--- src/rtl/qspi_phy_shifter.sv ---
// qspi_phy_shifter
// Serial engine below the QSPI sequencer. Runs one transfer phase per start
// (TX / RX / DUMMY) in SPI mode 0 on 1, 2 or 4 lanes, owns the flash pins and
// keeps chip select low between phases until a phase marked "last" finishes.

module qspi_phy_shifter #(
    parameter int DIV_W = 8
) (
    input  logic             clk_i,
    input  logic             rst_i,
    input  logic             start_i,
    output logic             ready_o,
    input  logic [1:0]       phase_i,
    input  logic [1:0]       mode_i,
    input  logic [5:0]       cycles_i,
    input  logic             last_i,
    input  logic [DIV_W-1:0] clk_div_i,
    input  logic [31:0]      tx_data_i,
    output logic [31:0]      rx_data_o,
    output logic             done_o,
    output logic             qsclk_o,
    output logic             qcsb_o,
    input  logic [3:0]       qspi_i,
    output logic [3:0]       qspi_o,
    output logic [3:0]       qspi_oeb
);

    typedef enum logic [2:0] {
        ST_IDLE,
        ST_CSS,
        ST_SCLK_LO,
        ST_SCLK_HI,
        ST_CSH,
        ST_DESEL
    } state_t;

    typedef enum logic [1:0] {
        LANE_SINGLE,
        LANE_DUAL,
        LANE_QUAD
    } lane_t;

    state_t           state_q, state_d;
    logic [DIV_W-1:0] halfCnt_q, halfCnt_d;
    logic [DIV_W-1:0] div_q, div_d;
    logic [5:0]       remaining_q, remaining_d;
    logic             last_q, last_d;
    logic             isTx_q, isTx_d;
    logic             isRx_q, isRx_d;
    lane_t            laneSel_q, laneSel_d;
    logic [31:0]      txShift_q, txShift_d;
    logic [31:0]      rxShift_q, rxShift_d;
    logic             csHeld_q, csHeld_d;
    logic             done_q, done_d;

    logic accept;
    logic halfDone;
    logic driving;

    // A phase is taken only while idle; every state lasts div+1 clocks.
    assign accept   = start_i && (state_q == ST_IDLE);
    assign halfDone = (halfCnt_q == div_q);

    // State register.
    always_ff @(posedge clk_i) begin
        if (rst_i) begin
            state_q <= ST_IDLE;
        end else begin
            state_q <= state_d;
        end
    end

    // Next-state logic: chip-select setup, SCLK low/high halves, hold and deselect.
    always_comb begin
        state_d = state_q;
        unique case (state_q)
            ST_IDLE: begin
                if (accept) begin
                    if (cycles_i == 6'd0) begin
                        state_d = (last_i && csHeld_q) ? ST_CSH : ST_IDLE;
                    end else begin
                        state_d = csHeld_q ? ST_SCLK_LO : ST_CSS;
                    end
                end
            end
            ST_CSS: begin
                if (halfDone) state_d = ST_SCLK_LO;
            end
            ST_SCLK_LO: begin
                if (halfDone) state_d = ST_SCLK_HI;
            end
            ST_SCLK_HI: begin
                if (halfDone) begin
                    if (remaining_q == 6'd1) begin
                        state_d = last_q ? ST_CSH : ST_IDLE;
                    end else begin
                        state_d = ST_SCLK_LO;
                    end
                end
            end
            ST_CSH: begin
                if (halfDone) state_d = ST_DESEL;
            end
            ST_DESEL: begin
                if (halfDone) state_d = ST_IDLE;
            end
            default: state_d = ST_IDLE;
        endcase
    end

    // Datapath next values: latch the phase on accept, sample on SCLK rise,
    // shift TX on SCLK fall, and raise done whenever the engine returns to idle.
    always_comb begin
        halfCnt_d   = halfCnt_q;
        div_d       = div_q;
        remaining_d = remaining_q;
        last_d      = last_q;
        isTx_d      = isTx_q;
        isRx_d      = isRx_q;
        laneSel_d   = laneSel_q;
        txShift_d   = txShift_q;
        rxShift_d   = rxShift_q;
        csHeld_d    = csHeld_q;
        done_d      = 1'b0;

        if ((state_q == ST_IDLE) || (state_d != state_q)) begin
            halfCnt_d = '0;
        end else begin
            halfCnt_d = halfCnt_q + DIV_W'(1);
        end

        if (accept) begin
            div_d       = clk_div_i;
            remaining_d = cycles_i;
            last_d      = last_i;
            isTx_d      = (phase_i == 2'd0);
            isRx_d      = (phase_i == 2'd1);
            txShift_d   = tx_data_i;
            case (mode_i)
                2'd1:    laneSel_d = LANE_DUAL;
                2'd2:    laneSel_d = LANE_QUAD;
                default: laneSel_d = LANE_SINGLE;
            endcase
            if (phase_i == 2'd1) begin
                rxShift_d = '0;
            end
            if ((cycles_i == 6'd0) && !(last_i && csHeld_q)) begin
                done_d = 1'b1;
            end
        end

        if ((state_q == ST_SCLK_LO) && halfDone && isRx_q) begin
            case (laneSel_q)
                LANE_DUAL: rxShift_d = {rxShift_q[29:0], qspi_i[1:0]};
                LANE_QUAD: rxShift_d = {rxShift_q[27:0], qspi_i[3:0]};
                default:   rxShift_d = {rxShift_q[30:0], qspi_i[1]};
            endcase
        end

        if ((state_q == ST_SCLK_HI) && halfDone) begin
            remaining_d = remaining_q - 6'd1;
            if (remaining_q != 6'd1) begin
                case (laneSel_q)
                    LANE_DUAL: txShift_d = {txShift_q[29:0], 2'b00};
                    LANE_QUAD: txShift_d = {txShift_q[27:0], 4'b0000};
                    default:   txShift_d = {txShift_q[30:0], 1'b0};
                endcase
            end else if (!last_q) begin
                csHeld_d = 1'b1;
                done_d   = 1'b1;
            end
        end

        if (state_q == ST_DESEL) begin
            csHeld_d = 1'b0;
            if (halfDone) begin
                done_d = 1'b1;
            end
        end
    end

    // Datapath registers.
    always_ff @(posedge clk_i) begin
        if (rst_i) begin
            halfCnt_q   <= '0;
            div_q       <= '0;
            remaining_q <= '0;
            last_q      <= 1'b0;
            isTx_q      <= 1'b0;
            isRx_q      <= 1'b0;
            laneSel_q   <= LANE_SINGLE;
            txShift_q   <= '0;
            rxShift_q   <= '0;
            csHeld_q    <= 1'b0;
            done_q      <= 1'b0;
        end else begin
            halfCnt_q   <= halfCnt_d;
            div_q       <= div_d;
            remaining_q <= remaining_d;
            last_q      <= last_d;
            isTx_q      <= isTx_d;
            isRx_q      <= isRx_d;
            laneSel_q   <= laneSel_d;
            txShift_q   <= txShift_d;
            rxShift_q   <= rxShift_d;
            csHeld_q    <= csHeld_d;
            done_q      <= done_d;
        end
    end

    // Pin and handshake outputs decoded from the current state.
    always_comb begin
        ready_o   = (state_q == ST_IDLE);
        done_o    = done_q;
        rx_data_o = rxShift_q;
        qsclk_o   = (state_q == ST_SCLK_HI);
        qspi_o    = 4'h0;
        qspi_oeb  = 4'hF;

        case (state_q)
            ST_IDLE:  qcsb_o = !csHeld_q;
            ST_DESEL: qcsb_o = 1'b1;
            default:  qcsb_o = 1'b0;
        endcase

        driving = isTx_q && ((state_q == ST_CSS) || (state_q == ST_SCLK_LO) ||
                             (state_q == ST_SCLK_HI));
        if (driving) begin
            case (laneSel_q)
                LANE_DUAL: begin
                    qspi_oeb = 4'b1100;
                    qspi_o   = {2'b00, txShift_q[31:30]};
                end
                LANE_QUAD: begin
                    qspi_oeb = 4'b0000;
                    qspi_o   = txShift_q[31:28];
                end
                default: begin
                    qspi_oeb = 4'b1110;
                    qspi_o   = {3'b000, txShift_q[31]};
                end
            endcase
        end
    end

endmodule

--- config.mk ---
export PLATFORM = sky130hd
export DESIGN_NAME = qspi_phy_shifter
export DESIGN_NICKNAME = d
export VERILOG_FILES = /design/src/rtl/qspi_phy_shifter.sv
export SDC_FILE = /design/constraint.sdc
export NUM_CORES = 1
export LEC_CHECK = 0
export ABC_AREA = 1
export CAP_MARGIN = 20
export CORE_MARGIN = 2
export CORE_UTILIZATION = 53
export DETAILED_ROUTE_END_ITERATION = 12
export PLACE_DENSITY = 0.93
export REMOVE_ABC_BUFFERS = 1
export SETUP_SLACK_MARGIN = 0.1
export SKIP_LAST_GASP = 1
export SLEW_MARGIN = 10
export SYNTH_ARGS = -nofsm -noshare
export SYNTH_HDL_FRONTEND = slang
export SYNTH_SLANG_ARGS = --single-unit
--- constraint.sdc ---
create_clock -name clk_i -period 2.4 [get_ports clk_i]
set_input_delay 0.24 -clock clk_i [delete_from_list [all_inputs] [get_ports clk_i]]
set_output_delay 0.24 -clock clk_i [all_outputs]
set_load 0.05 [all_outputs]
Yosys cells after proc, flatten, opt, wreduce, memory -nomap -nowiden

Cells that the tools add are included.
W data, S select, Z words.

$add $sub $neg: 2
Muxes and demuxes: 35
Reductions and logical operators: 22
Bitwise gates (word level): 2
Order comparisons: 0
$mul: 0
Equality and inequality tests: 14
Shift operators: 0
Divide/modulo/power cells: 0

Operators with widths:

| cell                  | count |
|---|---|
| $mux W32              | 6 |
| $pmux W32 S2          | 2 |
| $mux W3               | 10 |
| $pmux W3 S6           | 1 |
| $pmux W4 S2           | 2 |
| $mux W6               | 2 |
| $add A8 B1 Y8 const B | 1 |
| $eq A8 B8 Y1          | 1 |
| $mux W4               | 2 |
| $logic_and A1 B1 Y1   | 7 |
| $mux W1               | 7 |
| $eq A2 B1 Y1 const B  | 3 |
| $eq A3 B2 Y1 const B  | 2 |
| $eq A3 B3 Y1 const B  | 2 |
| $eq A6 B1 Y1 const B  | 1 |
| $logic_not A6 Y1      | 1 |
| $ne A6 B1 Y1 const B  | 1 |
| $reduce_bool A2 Y1    | 3 |
| $sub A6 B1 Y6 const B | 1 |
| $eq A2 B2 Y1 const B  | 2 |
| $pmux W2 S2           | 1 |
| $reduce_or A2 Y1      | 2 |
| $eq A3 B1 Y1 const B  | 1 |
| $logic_not A3 Y1      | 1 |
| other kinds (9)       | 13 |

Bits in latches: 0
Bits in read-only memories: 0
Bits in registers: 96
Memories kept: 0
Input port bits: 58
Memory bits (writable): 0

Longest topological paths before layout

Gate-level depths: netlist of the first run.

Depth after elaboration: 10
Mapped depth: 14
Depth with buffers taken out: 14

Worst setup path after synthesis of the first run

OpenSTA, ideal clock, no wires.

Path kind: reg2out
Start point: register laneSel_q[0]
End point: output qspi_o[1]
Data required time: 2.160 ns
Arrival time: 2.522 ns
Path buffers: 2
Stages on the path, launching flop included: 8
Slack: -0.362 ns
Cell sequence: dfxtp_1 -> inv_1 -> ha_1 -> buf_2 -> inv_1 -> clkbuf_1 -> nand2_1 -> a21oi_1

Word-level cells in the longest chain between the ends: 3

Ends and longest elaborated chain:

| what                                         | line | source |
|---|---|---|
| start: declaration                           | 50   | `lane_t laneSel_q, laneSel_d;` |
| start signal: assignment                     | 203  | `laneSel_q <= laneSel_d;` |
| $eq A2 B2 Y1 or $eq A2 B1 Y1 (tied branches) | 229  | `case (laneSel_q)` |
| $pmux W4 S2 (*)                              | 229  |  |
| $mux W4 (*)                                  | 228  | `if (driving) begin` |
| end: declaration                             | 24   | `output logic [3:0] qspi_o,` |

Mark *: on every way between the ends. The rest lies on a longest branch, timed or not.

Worst setup path in the final report of the first run

Start point: register laneSel_q[0]
End point: output qspi_o[0]

Same word-level chain as after synthesis.

==> results of run 1 <==
cell usage in the layout (no fill, tap or decap), types with 4 or more instances in the layout:
master | Yosys | layout
a21oi_1 | 65 | 65
a221oi_1 | 8 | 8
a31oi_1 | 10 | 10
a41oi_1 | 17 | 17
buf_12 | 0 | 6
buf_4 | 9 | 24
clkbuf_8 | 0 | 10
clkdlybuf4s50_1 | 0 | 92
clkinvlp_4 | 0 | 4
dfxtp_1 | 96 | 96
ha_1 | 5 | 4
inv_1 | 64 | 62
inv_2 | 8 | 9
nand2_1 | 294 | 294
nand3_1 | 9 | 9
nor2_1 | 39 | 39
nor2_2 | 5 | 5
o211ai_1 | 7 | 7
o21ai_0 | 55 | 55
o21ai_1 | 4 | 4
o221ai_1 | 18 | 18
o22ai_1 | 7 | 7
xnor2_1 | 4 | 4
xor2_1 | 7 | 7
sequential cells by signal (all words and copies together), names as in the netlist:
register,flops
last_q,1
laneSel_q,2
csHeld_q,1
remaining_q,6
rx_data_o,32
isTx_q,1
txShift_q,32
isRx_q,1
state_q,3
done_o,1
div_q,8
halfCnt_q,8
final cells by class:
type / instances / area [sq um]
timing repair inverter: 1 / 7.51
fill: 818 / 3030
clock inverter: 4 / 53.8
inverter: 72 / 274
sequential: 96 / 1920
multi-input combinational: 582 / 2870
clock buffer: 12 / 145
tap: 133 / 166
timing repair buffer: 126 / 1260
power by group through the flow:
stage | clock [uW] | sequential (uW) | combinational, uW
after floorplan | 0 | 1870 | 945
after global placement | 0 | 1900 | 1420
after detailed placement | 0 | 1900 | 1450
after CTS | 1090 | 1870 | 1450
after global routing | 1150 | 1890 | 1650
final | 1080 | 1870 | 1490
through the flow:
stage	TNS, ns	total power [uW]	cells	area (sq um)
after floorplan	-21.42	2820	750	5060
after global placement	0	3320	1008	6470
after detailed placement	0	3350	1008	6470
after CTS	0	4410	1024	6670
after global routing	0	4690	1026	6700
final	0	4440	1026	6700
repair_timing:
item / in CTS / in global routing
hold buffers: 0 / 0
setup endpoints to repair: 3 / 35
buffers inserted: 0 / 1
resized for setup: 3 / 5
cloned: 0 / 1
cell families (layout without fill, tap and decap cells):
family | count (synthesis) | count (layout) | synth area share
and+or+nand+nor | 366 | 366 | 0.280
AOI/OAI and AO/OA | 200 | 200 | 0.232
buffers and inverters | 121 | 215 | 0.0960
DFF | 96 | 96 | 0.362
xor gates and xnor gates | 11 | 11 | 0.0182
adders and majority gates | 5 | 5 | 0.0118
worst register-to-register path: stages, from the launching register on:
cell	delay, ns
dfxtp_1	0.36
nor2_2	0.15
inv_2	0.06
nor2_4	0.13
nand2_4	0.14
inv_2	0.09
buf_4	0.22
buf_4	0.37
nand2_1	0.13
nand2_1	0.09
o21ai_0	0.11
a41oi_1	0.17
path summary, 6_finish.rpt:
check             slack [ns]         start       endpoint
setup / recovery        0.16  laneSel_q[0]      qspi_o[0]
setup reg to reg        0.30    state_q[0]  txShift_q[20]
hold / removal          0.44  clk_div_i[2]       div_q[2]
hold reg to reg         0.47        isTx_q         isTx_q
routing by layer:
| metal | GRT usage | vias to the layer above | share of wire |
|---|---|---|---|
| li1 | - | 2822 | - |
| met4 | 0.128 | 0 | 0.028 |
| met2 | 0.433 | 294 | 0.47 |
| met1 | 0.336 | 2604 | 0.43 |
| met5 | 0 | - | 0 |
| met3 | 0.0376 | 43 | 0.070 |
==> run_results.csv, run 1 <==
group,metric,value,unit
timing,timing.hold.ws,0.436,ns
logic_synthesis,ys_top_cells_by_count,"294 x nand2_1, 96 x dfxtp_1, 65 x a21oi_1",
timing,finClkSkew,0.0127,ns
drt,wl,14300,microns
min_path,hp-class,"in -> reg",
clock_tree,numClockSinks,96,
run,maxCapViolCount,0,
logic_synthesis,synth-edff-count,0,
floorplan,rows,36,
cells_and_area,syn_to_final_growth,26.4,%
cells_and_area,drive_above_1_share,0.0806,
logic_synthesis,syn_avg_cell_area,6.64,sq um
drt,final_antenna_net_count,0,
setup_path,setup.worst_path.start_class,"flop",
clock_tree,numCtsBuffers,9,
cells_and_area,final_core_util,0.689,
timing,fin_crit,2.24,ns
pwr,switching_power,1660,uW
cells_and_area,diodes,0,
grt,overflow,0,
floorplan,coreArea,9730,sq um
timing,slew_headroom,0.641,
drt,drc,0,
setup_path,cp-end-kind,"primary output",
placement,place.detailed.hpwl,9650,microns
logic_synthesis,synth_cell_types,41,
logic_synthesis,synth_top_area_frac,0.362,
drt,num_vias,5763,
logic_synthesis,netlist_top_cells_area,"dfxtp_1 36%, nand2_1 21%, a21oi_1 6.1%, o21ai_0 5.2%, inv_1 4.5%",
drt,vias_per_cell,5.62,
setup_path,cp.arrival,2.00,ns
placement,post-place-ws,0.222,ns
logic_synthesis,yosys.cell_count.top_type,"nand2_1",
setup_path,cpPeakStageDelay,0.39,ns
logic_synthesis,synth_area_leader_cell,"dfxtp_1",
logic_synthesis,ys_async_sr_fraction,0,
setup_path,critPathMaxFanout,13,
floorplan,die-area,10800,sq um
timing,finalHoldViolCount,0,
floorplan,dieWidth,104,microns
timing,maxSlewViolCount,0,
timing,post-route-period-util,0.935,
pwr,combPwrFrac,0.335,
clock_tree,htree_levels,3,
floorplan,die_y,104,microns
timing,fmax,0.446,GHz
pwr,p_seq_frac,0.422,
placement,gp_congestion,0.899,
timing,setup_viol,0,
logic_synthesis,ys_warn_count,0,
setup_path,r2r_cells,11,
pwr,leakagePower,0.00243,uW
grt,grt_pass1_vias,5461,
setup_path,crit_type,"reg -> out",
pwr,swShare,0.373,
setup_path,path_cells,"inv_1, ha_2, buf_4, a221oi_1, a211oi_1, buf_12",
pwr,clkPwrFrac,0.243,
logic_synthesis,syn_inst,799,
drt,drt_iter0_markers,440,
clock_tree,cts_root_buffer,"clkbuf_8",
setup_path,crit_path_top_delay_cell,"a211oi_1",
placement,port_buffers,101,
logic_synthesis,syn-cell-area,5300,sq um
grt,grt_max_degree,47,
setup_path,crit_buf_inv,3,
cells_and_area,fin_nets,951,
setup_path,required,2.16,ns
pwr,ir_drop,0.413,mV
clock_tree,cts_tree,"yes",
min_path,whs_path_depth,3,
pwr,p_per_area,662,nW/um^2
grt,grt_pass1_wl,24100,microns
clock_tree,cts_buffer_depth,2,
logic_synthesis,ys_ff_latch,96,
clock_tree,clk_pin_slew,0.09,ns
pwr,p_int,2780,uW
grt,track_usage,0.262,
floorplan,floorplan.initialDensity,0.545,
logic_synthesis,synthFlopType,"dfxtp_1",
floorplan,io_pins,102,
setup_path,crit_cells,6,
status,status,"complete, no violations",
drt,drtPass1Iterations,5,
timing,rsz0062_at_grt,"yes",
timing,worst_pin_slew,0.537,ns
timing,finalWorstSetupSlack,0.156,ns
grt,antenna_found_initial,0,
setup_path,crit_family,"buffers and inverters",
drt,avgRoutedWirePerCell,13.9,microns
logic_synthesis,synth-seq-area-share,0.362,
clock_tree,clkLatencyLatePin,0.36,ns
(Power assumes the default switching activity.)
==> run 2: changes to the inputs <==
Settings changed: CORE_UTILIZATION 53 to 47, CTS_CLUSTER_DIAMETER from default to 200, PLACE_DENSITY 0.93 to 0.88.
Clock period 2.4 ns to 1.97 ns, I/O delays scaled along.
==> run_results.csv, run 2 (same netlist as run 1, synthesis figures left out) <==
group,metric,value,unit
cells_and_area,finalInstanceArea,6970,sq um
grt,grt_pass1_wl,24800,microns
run,maxCapViolCount,0,
setup_path,critPathLaunch,"rx_data_o[1]",
pwr,swShare,0.362,
pwr,p_per_area,873,nW/um^2
cells_and_area,final_cell_mix,"294 x nand2_1, 90 x clkdlybuf4s50_1, 86 x dfxtp_1",
clock_tree,clk_pin_slew,0.07,ns
cells_and_area,syn_to_final_growth,31.4,%
pwr,finalPower,6090,uW
cells_and_area,fin_nets,955,
placement,gp_congestion,0.875,
setup_path,cp-end-kind,"primary output",
setup_path,setup.worst_path.start_class,"flop",
timing,setup_viol,0,
floorplan,rows,38,
drt,drt_iter0_markers,543,
grt,grt_pass1_vias,5385,
clock_tree,clkLatencyLatePin,0.34,ns
min_path,whs_path_depth,3,
drt,drtPass1Iterations,6,
min_path,hp-class,"in -> reg",
drt,final_antenna_net_count,0,
setup_path,crit_type,"reg -> out",
cells_and_area,final_common_cell,"nand2_1",
placement,placed_area,6540,sq um
drt,num_vias,5927,
setup_path,r2r_cells,13,
floorplan,io_pins,102,
cells_and_area,final_core_util,0.637,
cells_and_area,final_cells,1037,
floorplan,coreArea,10900,sq um
pwr,leakagePower,0.00255,uW
setup_path,timing.rr.end,"halfCnt_q[0]",
clock_tree,numClockSinks,96,
pwr,combPwrFrac,0.328,
timing,finalHoldViolCount,0,
placement,place.detailed.hpwl,10100,microns
clock_tree,cts_buffer_depth,2,
setup_path,cp.arrival,1.64,ns
placement,port_buffers,101,
min_path,whs_endpoint,"div_q[6]",
timing,slew_headroom,0.653,
clock_tree,numCtsBuffers,9,
floorplan,dieWidth,110,microns
timing,fin_crit,1.83,ns
pwr,ir_drop,0.518,mV
setup_path,path_cells,"clkdlybuf4s50_1",
timing,finClkSkew,0.00887,ns
timing,fmax,0.545,GHz
drt,vias_per_cell,5.72,
floorplan,die_y,110,microns
setup_path,crit_buf_inv,1,
floorplan,die-area,12100,sq um
cells_and_area,diodes,0,
pwr,clkPwrFrac,0.293,
timing,worst_pin_slew,0.521,ns
timing,maxSlewViolCount,0,
timing,post-route-period-util,0.931,
floorplan,floorplan.initialDensity,0.485,
grt,overflow,0,
pwr,p_int,3880,uW
drt,wl,15700,microns
status,status,"complete, no violations",
setup_path,crit_family,"buffers and inverters",
setup_path,rrSetupSlack,0.15,ns
placement,dp_cells,1017,
setup_path,crit_path_top_delay_cell,"clkdlybuf4s50_1",
grt,antenna_found_initial,0,
drt,drc,0,
setup_path,critPathMaxFanout,5,
grt,grt_max_degree,47,
clock_tree,htree_levels,3,
setup_path,crit_cells,1,
clock_tree,cts_tree,"yes",
clock_tree,cts_root_buffer,"clkbuf_16",
pwr,p_seq_frac,0.379,
setup_path,rr_startpoint,"state_q[0]",
cells_and_area,drive_above_1_share,0.113,
grt,track_usage,0.253,
min_path,min_from,"clk_div_i[6]",
setup_path,cpPeakStageDelay,0.85,ns
drt,avgRoutedWirePerCell,15.1,microns
pwr,switching_power,2200,uW
setup_path,required,1.77,ns
-- run 2: changes by cell type in the layout (fill, tap and decap cells not counted), moves of 3 or more --
cell and change:
dlygate4sd2_1 -3, buf_12 +3, dfxtp_2 +10, nor2_1 -3, dfxtp_1 -10, clkbuf_16 +10
buf_6 +3, clkbuf_8 -9, buf_4 +4
-- run 2: power groups by stage --
stage	sequential [uW]	combinational (uW)	clock [uW]
after floorplan	2280	1150	0
after global placement	2320	1780	0
after detailed placement	2320	1810	0
after CTS	2280	1860	1780
after global routing	2330	2190	1860
final	2310	1990	1780
-- run 2: worst max path at each step --
stage                         end  slack (ns)
floorplan               qspi_o[1]       -1.19
global placement    txShift_q[21]        0.17
detailed placement   txShift_q[4]        0.12
CTS                     qspi_o[0]        0.03
global route         halfCnt_q[3]       -0.01
finish               rx_data_o[1]        0.14
-- run 2: metrics by stage --
stage	TNS [ns]	hold slack (ns)	setup WS [ns]
after floorplan	-51.99	0.266	-1.19
after global placement	0	0.443	0.170
after detailed placement	0	0.448	0.120
after CTS	0	0.406	0.0345
after global routing	-0.0334	0.437	-0.0148
final	0	0.404	0.136
-- run 2: routing by layer --
| layer | global-route usage | wire, microns |
|---|---|---|
| met1 | 0.334 | 6590 |
| met2 | 0.409 | 7350 |
| met3 | 0.0329 | 1170 |
| met4 | 0.122 | 573 |
| met5 | 0 | 0 |
-- run 2: repair_timing --
item / 4_1_cts / 5_1_grt
gates resized for setup: 6 / 25
pin swaps: 1 / 6
endpoints found under the setup margin: 23 / 78
gates cloned: 0 / 0
buffers inserted: 1 / 3
endpoints found under the hold margin: 0 / 0
hold buffers: 0 / 0
-- run 2: cell type report --
class / count / area, sq um
Inverter: 72 / 273
Clock inverter: 4 / 53.8
Clock buffer: 12 / 246
Multi-Input combinational cell: 582 / 2940
Sequential cell: 96 / 1930
Fill cell: 910 / 3970
Tap cell: 140 / 175
Timing Repair Buffer: 131 / 1350
-- run 2: tightest hold or removal path, stage by stage --
cell             delay [ns]
clkdlybuf4s50_1        0.39
nand2_1                0.06
a21oi_1                0.05
==> run 3: changes to the inputs <==
Settings changed: SLEW_MARGIN 10 to default.
==> results of run 3 <==
The final DEF is identical to that of run 2; final timing and power are the same.
